File: config.mk
export PLATFORM = sky130hd
export DESIGN_NAME = ram_arbiter
export DESIGN_NICKNAME = d
export VERILOG_FILES = /design/src/rtl/ram_arbiter_pkg.sv /design/src/rtl/ram_arbiter_edge_detect.sv /design/src/rtl/ram_arbiter.sv
export SDC_FILE = /design/constraint.sdc
export NUM_CORES = 1
export LEC_CHECK = 0
export CORE_MARGIN = 2
export CORE_UTILIZATION = 41
export DETAILED_ROUTE_END_ITERATION = 12
export HOLD_SLACK_MARGIN = 0.08
export PLACE_DENSITY_LB_ADDON = 0.1
export SKIP_LAST_GASP = 1
export SLEW_MARGIN = 20
export SYNTH_ARGS = -nofsm -noshare
export SYNTH_HDL_FRONTEND = slang
export SYNTH_SLANG_ARGS = --single-unit
export TNS_END_PERCENT = 1
File: constraint.sdc
create_clock -name clk -period 2.07 [get_ports clk]
set_input_delay 0.207 -clock clk [delete_from_list [all_inputs] [get_ports clk]]
set_output_delay 0.207 -clock clk [all_outputs]
set_load 0.02 [all_outputs]
File: src/rtl/ram_arbiter_pkg.sv
// Shared definitions for the RAM arbiter.
// Holds the arbiter FSM state encoding and the default bus geometry
// (32 KiB x 8 bank, CPU clock divided by 2**CPU_DIV_W from clk).
package ram_arbiter_pkg;

  localparam int CPU_DIV_W = 4;
  localparam int ADDR_W    = 15;
  localparam int DATA_W    = 8;

  typedef enum logic [2:0] {
    ST_IDLE,
    ST_CPU_ACC,
    ST_CPU_CAP,
    ST_CPU_WAIT,
    ST_DMA_ACC,
    ST_DMA_CAP
  } state_t;

endpackage

File: src/rtl/ram_arbiter_edge_detect.sv
// edge_detect: registers a slow clock-like signal into the clk domain and
// flags its falling edge.
//   clk, reset_n : system clock, async active-low reset
//   sig          : raw input (the divided CPU clock)
//   sig_q        : registered copy of sig (resets high)
//   fall         : one-clk pulse, the cycle after sig_q goes low
module edge_detect
  import ram_arbiter_pkg::*;
(
  input  logic clk,
  input  logic reset_n,
  input  logic sig,
  output logic sig_q,
  output logic fall
);

  logic sig_q_d;

  always_ff @(posedge clk or negedge reset_n) begin
    if (!reset_n) begin
      sig_q   <= 1'b1;
      sig_q_d <= 1'b1;
    end else begin
      sig_q   <= sig;
      sig_q_d <= sig_q;
    end
  end

  assign fall = sig_q_d & ~sig_q;

endmodule

File: src/rtl/ram_arbiter.sv
// ram_arbiter: shares one single-port synchronous RAM (1-cycle read latency)
// between a CPU running on a divided clock and a DMA requester.
// The CPU has priority; it is served within the low phase of cpu_clk.
//   clk, reset_n                          : system clock, async active-low reset
//   cpu_clk, cpu_sel, cpu_wr, cpu_addr,
//   cpu_wdata, cpu_rdata                  : CPU bus (valid while cpu_clk is low)
//   dma_req, dma_we, dma_addr, dma_wdata,
//   dma_ack, dma_rdata                    : DMA request/ack handshake
//   ram_addr, ram_we, ram_wdata, ram_rdata: RAM port
// Optional: define RAM_ARB_STATS_EN to add dma_stall_cnt, a saturating count
// of cycles a DMA request waits.
module ram_arbiter #(
  parameter int ADDR_W = ram_arbiter_pkg::ADDR_W,
  parameter int DATA_W = ram_arbiter_pkg::DATA_W
) (
  input  logic              clk,
  input  logic              reset_n,
  input  logic              cpu_clk,
  input  logic              cpu_sel,
  input  logic              cpu_wr,
  input  logic [ADDR_W-1:0] cpu_addr,
  input  logic [DATA_W-1:0] cpu_wdata,
  output logic [DATA_W-1:0] cpu_rdata,
  input  logic              dma_req,
  input  logic              dma_we,
  input  logic [ADDR_W-1:0] dma_addr,
  input  logic [DATA_W-1:0] dma_wdata,
  output logic              dma_ack,
  output logic [DATA_W-1:0] dma_rdata,
  output logic [ADDR_W-1:0] ram_addr,
  output logic              ram_we,
  output logic [DATA_W-1:0] ram_wdata,
  input  logic [DATA_W-1:0] ram_rdata
`ifdef RAM_ARB_STATS_EN
  ,
  output logic [15:0]       dma_stall_cnt
`endif
);

  import ram_arbiter_pkg::*;

  state_t state;
  logic   cpu_q;
  logic   cpu_fall;
  logic   cpu_pend;
  logic   cpu_rd;

  edge_detect u_edge (
    .clk     (clk),
    .reset_n (reset_n),
    .sig     (cpu_clk),
    .sig_q   (cpu_q),
    .fall    (cpu_fall)
  );

  always_ff @(posedge clk or negedge reset_n) begin
    if (!reset_n) begin
      state     <= ST_IDLE;
      ram_addr  <= '0;
      ram_wdata <= '0;
      ram_we    <= 1'b0;
      cpu_rdata <= '0;
      dma_rdata <= '0;
      dma_ack   <= 1'b0;
      cpu_pend  <= 1'b0;
      cpu_rd    <= 1'b0;
    end else begin
      ram_we  <= 1'b0;
      dma_ack <= 1'b0;
      case (state)
        ST_IDLE: begin
          // A pending edge is consumed here whether or not it was selected.
          cpu_pend <= 1'b0;
          if ((cpu_fall || cpu_pend) && cpu_sel) begin
            state     <= ST_CPU_ACC;
            ram_addr  <= cpu_addr;
            ram_wdata <= cpu_wdata;
            ram_we    <= cpu_wr;
            cpu_rd    <= ~cpu_wr;
          // The requester drops dma_req on the edge that ends the ack cycle,
          // so a request seen alongside dma_ack is the one just served.
          end else if (dma_req && !dma_ack) begin
            state     <= ST_DMA_ACC;
            ram_addr  <= dma_addr;
            ram_wdata <= dma_wdata;
            ram_we    <= dma_we;
          end
        end
        ST_CPU_ACC: state <= ST_CPU_CAP;
        ST_CPU_CAP: begin
          if (cpu_rd) cpu_rdata <= ram_rdata;
          state <= ST_CPU_WAIT;
        end
        ST_CPU_WAIT: begin
          if (cpu_q) begin
            if (dma_req) begin
              state     <= ST_DMA_ACC;
              ram_addr  <= dma_addr;
              ram_wdata <= dma_wdata;
              ram_we    <= dma_we;
            end else begin
              state <= ST_IDLE;
            end
          end
        end
        ST_DMA_ACC: begin
          if (cpu_fall) cpu_pend <= 1'b1;
          state <= ST_DMA_CAP;
        end
        ST_DMA_CAP: begin
          if (cpu_fall) cpu_pend <= 1'b1;
          if (!dma_we) dma_rdata <= ram_rdata;
          dma_ack <= 1'b1;
          state   <= ST_IDLE;
        end
        default: state <= ST_IDLE;
      endcase
    end
  end

`ifdef RAM_ARB_STATS_EN
  always_ff @(posedge clk or negedge reset_n) begin
    if (!reset_n) begin
      dma_stall_cnt <= '0;
    end else if (dma_req && state != ST_DMA_ACC && state != ST_DMA_CAP &&
                 dma_stall_cnt != 16'hFFFF) begin
      dma_stall_cnt <= dma_stall_cnt + 16'd1;
    end
  end
`endif

endmodule
==> results.cfg <==
[place]
io_buffers = 101
place_congestion = 0.756
dp_cells = 322
dpl.hpwl_um = 3640

[global_routing]
antenna_found_initial = 0
grt_max_degree = 32
grt-ovfl-total = 0
globalRouteTotalUtil = 0.173
grt_pass1_wl_um = 8290
first_global_vias = 1684

[critical_path]
rr_worst_depth = 5
worstPathArrival_ns = 2.04
r2r_slack_ns = 0.22
worstSetupPathType = flop to flop
critPathLaunchType = flop
cp_max_fo = 23
regToRegEndpoint = ram_wdata[3]
rr_startpoint = state[0]
end_kind = flop
critPathRequiredTime_ns = 2.26

[clock_tree]
clock_path_buffers = 2
cts_buffers = 5
htreeDepth = 2
insertion_delay_ns = 0.30
root_buffer = clkbuf_8
clock_sinks = 48
cts_tree = built
path_clk_slew_ns = 0.09

[floorplan]
die_y_um = 78.1
die_area_sq_um = 6110
design.portCount = 102
rows = 26
core-area_sq_um = 5200
initial_utilization = 0.433
die_w_um = 78.1

[synth]
syn_avg_cell_area_sq_um = 14.9
netlist_area_sq_um = 2250
syn_inst = 151
synth_warnings = 0
synth.distinct_cells = 30
ys_seq_area_frac = 0.534
ys_ff_latch = 48
syn_nets = 212

[timing]
tightest_slew_ns = 0.692
hold_violations = 0
fin_crit_ns = 1.85
max_freq_ghz = 0.540
finalSetupViolations = 0
rsz0062_at_grt = no
tns_ns = 0
slew-limit-headroom = 0.539
hold_slack_ns = 0.302
clock_skew_ns = 0.00338
timing.final.crit_share = 0.894
finalMaxSlewViolations = 0

[routing]
viasPerCell = 4.88
vias = 1615
wl_per_cell_um = 15.1
ant_nets = 0
drtIter0Drc = 64
routed_wl_um = 4990
drc = 0
drt-pass1-iter-count = 4

[worst_hold_path]
hold_path_end = u_edge.sig_q
hold-path-cell-count = 1
hold_class = input port to flop
hp-start = cpu_clk

[finish]
area_growth_pct = 53.5
nNetsFinal = 321
drive_above_1_share = 0.322
stdcell_count = 331
antennaDiodeCount = 0

[job]
drv_cap = 0

[pwr]
power_density_nw_per_um2 = 1400
irDropWorstVdd_mv = 0.889
power_leakage_nw = 1.42

[outcome]
status = finished clean
==> area by class of cell <==
type	instances	area (sq um)
clock buffers	5	68.8
flip-flops and latches	48	1200
multi-input cells	96	981
fillers	427	1750
clock inverters	3	23.8
repair buffers	109	1090
well taps	70	87.6
==> repair_timing <==
item	in CTS	in global routing
setup buffers	0	0
hold buffers	1	0
gates resized for setup	0	0
hold endpoints to repair	27	0
==> placed cells by master, fill, tap and decap left out <==
master           netlist  final
clkbuf_8               0      5
o21ai_0                3      3
nor2_1                 4      4
o2bb2ai_1              1      1
o21ai_2                1      1
o21ai_1                1      1
o21ai_4                1      1
and3_1                 1      1
mux2_2                47     47
nor3_2                 1      1
o221ai_2               1      1
dfstp_2                2      2
mux2_4                12     12
buf_2                  1      1
or3_4                  1      1
dlygate4sd3_1          0      1
nand2b_1               1      1
clkinv_4               0      1
o32ai_1                1      1
nor2b_2                1      1
mux2_1                 3      3
clkdlybuf4s50_1        0    100
buf_4                  1      5
clkinvlp_4             0      2
mux2i_1                1      1
o31ai_1                1      1
a21oi_1                1      1
nor3_4                 1      1
nor3_1                 2      2
buf_12                 0      2
nand2_1                5      5
nand3_1                1      1
nor2b_1                2      2
a22o_1                 2      2
dfrtp_1               46     46
==> flip-flops by register name (all words and copies together), names as in the netlist <==
| register | count |
|---|---|
| dma_rdata | 8 |
| dma_ack | 1 |
| ram_wdata | 8 |
| cpu_pend | 1 |
| u_edge.sig_q | 1 |
| ram_addr | 15 |
| state | 3 |
| u_edge.sig_q_d | 1 |
| ram_we | 1 |
| cpu_rd | 1 |
| cpu_rdata | 8 |
==> report_power, final <==
group | leakage [nW] | internal, W | total, W | switching (W)
logic | 0.809 | 0.00149 | 0.00261 | 0.00112
clock network | 0.0404 | 0.000240 | 0.000566 | 0.000327
registers | 0.575 | 0.00138 | 0.00166 | 0.000276
total | 1.42 | 0.00311 | 0.00484 | 0.00172
==> worst max-delay path by stage <==
stage	from	end	slack (ns)	depth (start not counted)
after floorplan	u_edge.sig_q	ram_addr[10]	0.32	5
after global placement	state[0]	ram_addr[8]	0.27	5
after detailed placement	state[0]	ram_addr[8]	0.24	5
after CTS	state[0]	ram_addr[8]	0.21	5
after global routing	state[0]	ram_wdata[1]	0.12	5
final	state[0]	ram_wdata[3]	0.22	5
==> cell families after synthesis <==
kind of cell | synth area share
muxes | 0.334
DFF | 0.534
and+or+nand+nor | 0.0533
AOI/OAI and AO/OA | 0.0477
buffers and inverters | 0.0305
==> per-stage QoR <==
step / total power (W) / instance area [sq um] / setup slack, ns / util
floorplan: 0.00319 / 2250 / 0.316 / -
global placement: 0.00427 / 3360 / 0.269 / 0.645
detailed placement: 0.00431 / 3360 / 0.237 / 0.645
CTS: 0.00490 / 3460 / 0.211 / 0.664
global route: 0.00510 / 3460 / 0.123 / 0.664
finish: 0.00484 / 3460 / 0.219 / 0.664
==> per-layer routing <==
| metal | wire length [um] | GRT usage | up-vias |
|---|---|---|---|
| li1 | - | - | 768 |
| met4 | 120 | 0.0772 | 0 |
| met1 | 2130 | 0.211 | 778 |
| met5 | 0 | 0 | - |
| met3 | 309 | 0.0379 | 11 |
| met2 | 2430 | 0.296 | 58 |
==> Yosys cell counts <==
| cell type | n | area (sq um) |
|---|---|---|
| a22o_1 | 2 | 17.5 |
| o21ai_4 | 1 | 16.3 |
| o2bb2ai_1 | 1 | 8.76 |
| dfstp_2 | 2 | 52.6 |
| o32ai_1 | 1 | 8.76 |
| mux2_1 | 3 | 33.8 |
| o221ai_2 | 1 | 15.0 |
| nand2_1 | 5 | 18.8 |
| o21ai_2 | 1 | 8.76 |
| buf_2 | 1 | 5.00 |
| mux2i_1 | 1 | 10.0 |
| nor2_1 | 4 | 15.0 |
| o21ai_0 | 3 | 15.0 |
| nor3_4 | 1 | 16.3 |
| and3_1 | 1 | 6.26 |
| nand3_1 | 1 | 5.00 |
| o21ai_1 | 1 | 5.00 |
| mux2_4 | 12 | 180 |
| nor3_2 | 1 | 10.0 |
| a21oi_1 | 1 | 5.00 |
| buf_6 | 5 | 56.3 |
| nor3_1 | 2 | 10.0 |
| mux2_2 | 47 | 529 |
| buf_4 | 1 | 7.51 |
| dfrtp_1 | 46 | 1150 |
| o31ai_1 | 1 | 7.51 |
| or3_4 | 1 | 11.3 |
| nor2b_1 | 2 | 12.5 |
| nand2b_1 | 1 | 6.26 |
| nor2b_2 | 1 | 8.76 |
==> worst max-delay path, stage by stage, from the launching register on <==
cell and delay [ns]:
dfrtp_1 0.57, nand2_1 0.12, o221ai_2 0.23, buf_12 0.21, mux2_2 0.35, mux2_4 0.26
No activity file was read; power rests on OpenSTA's default activity.
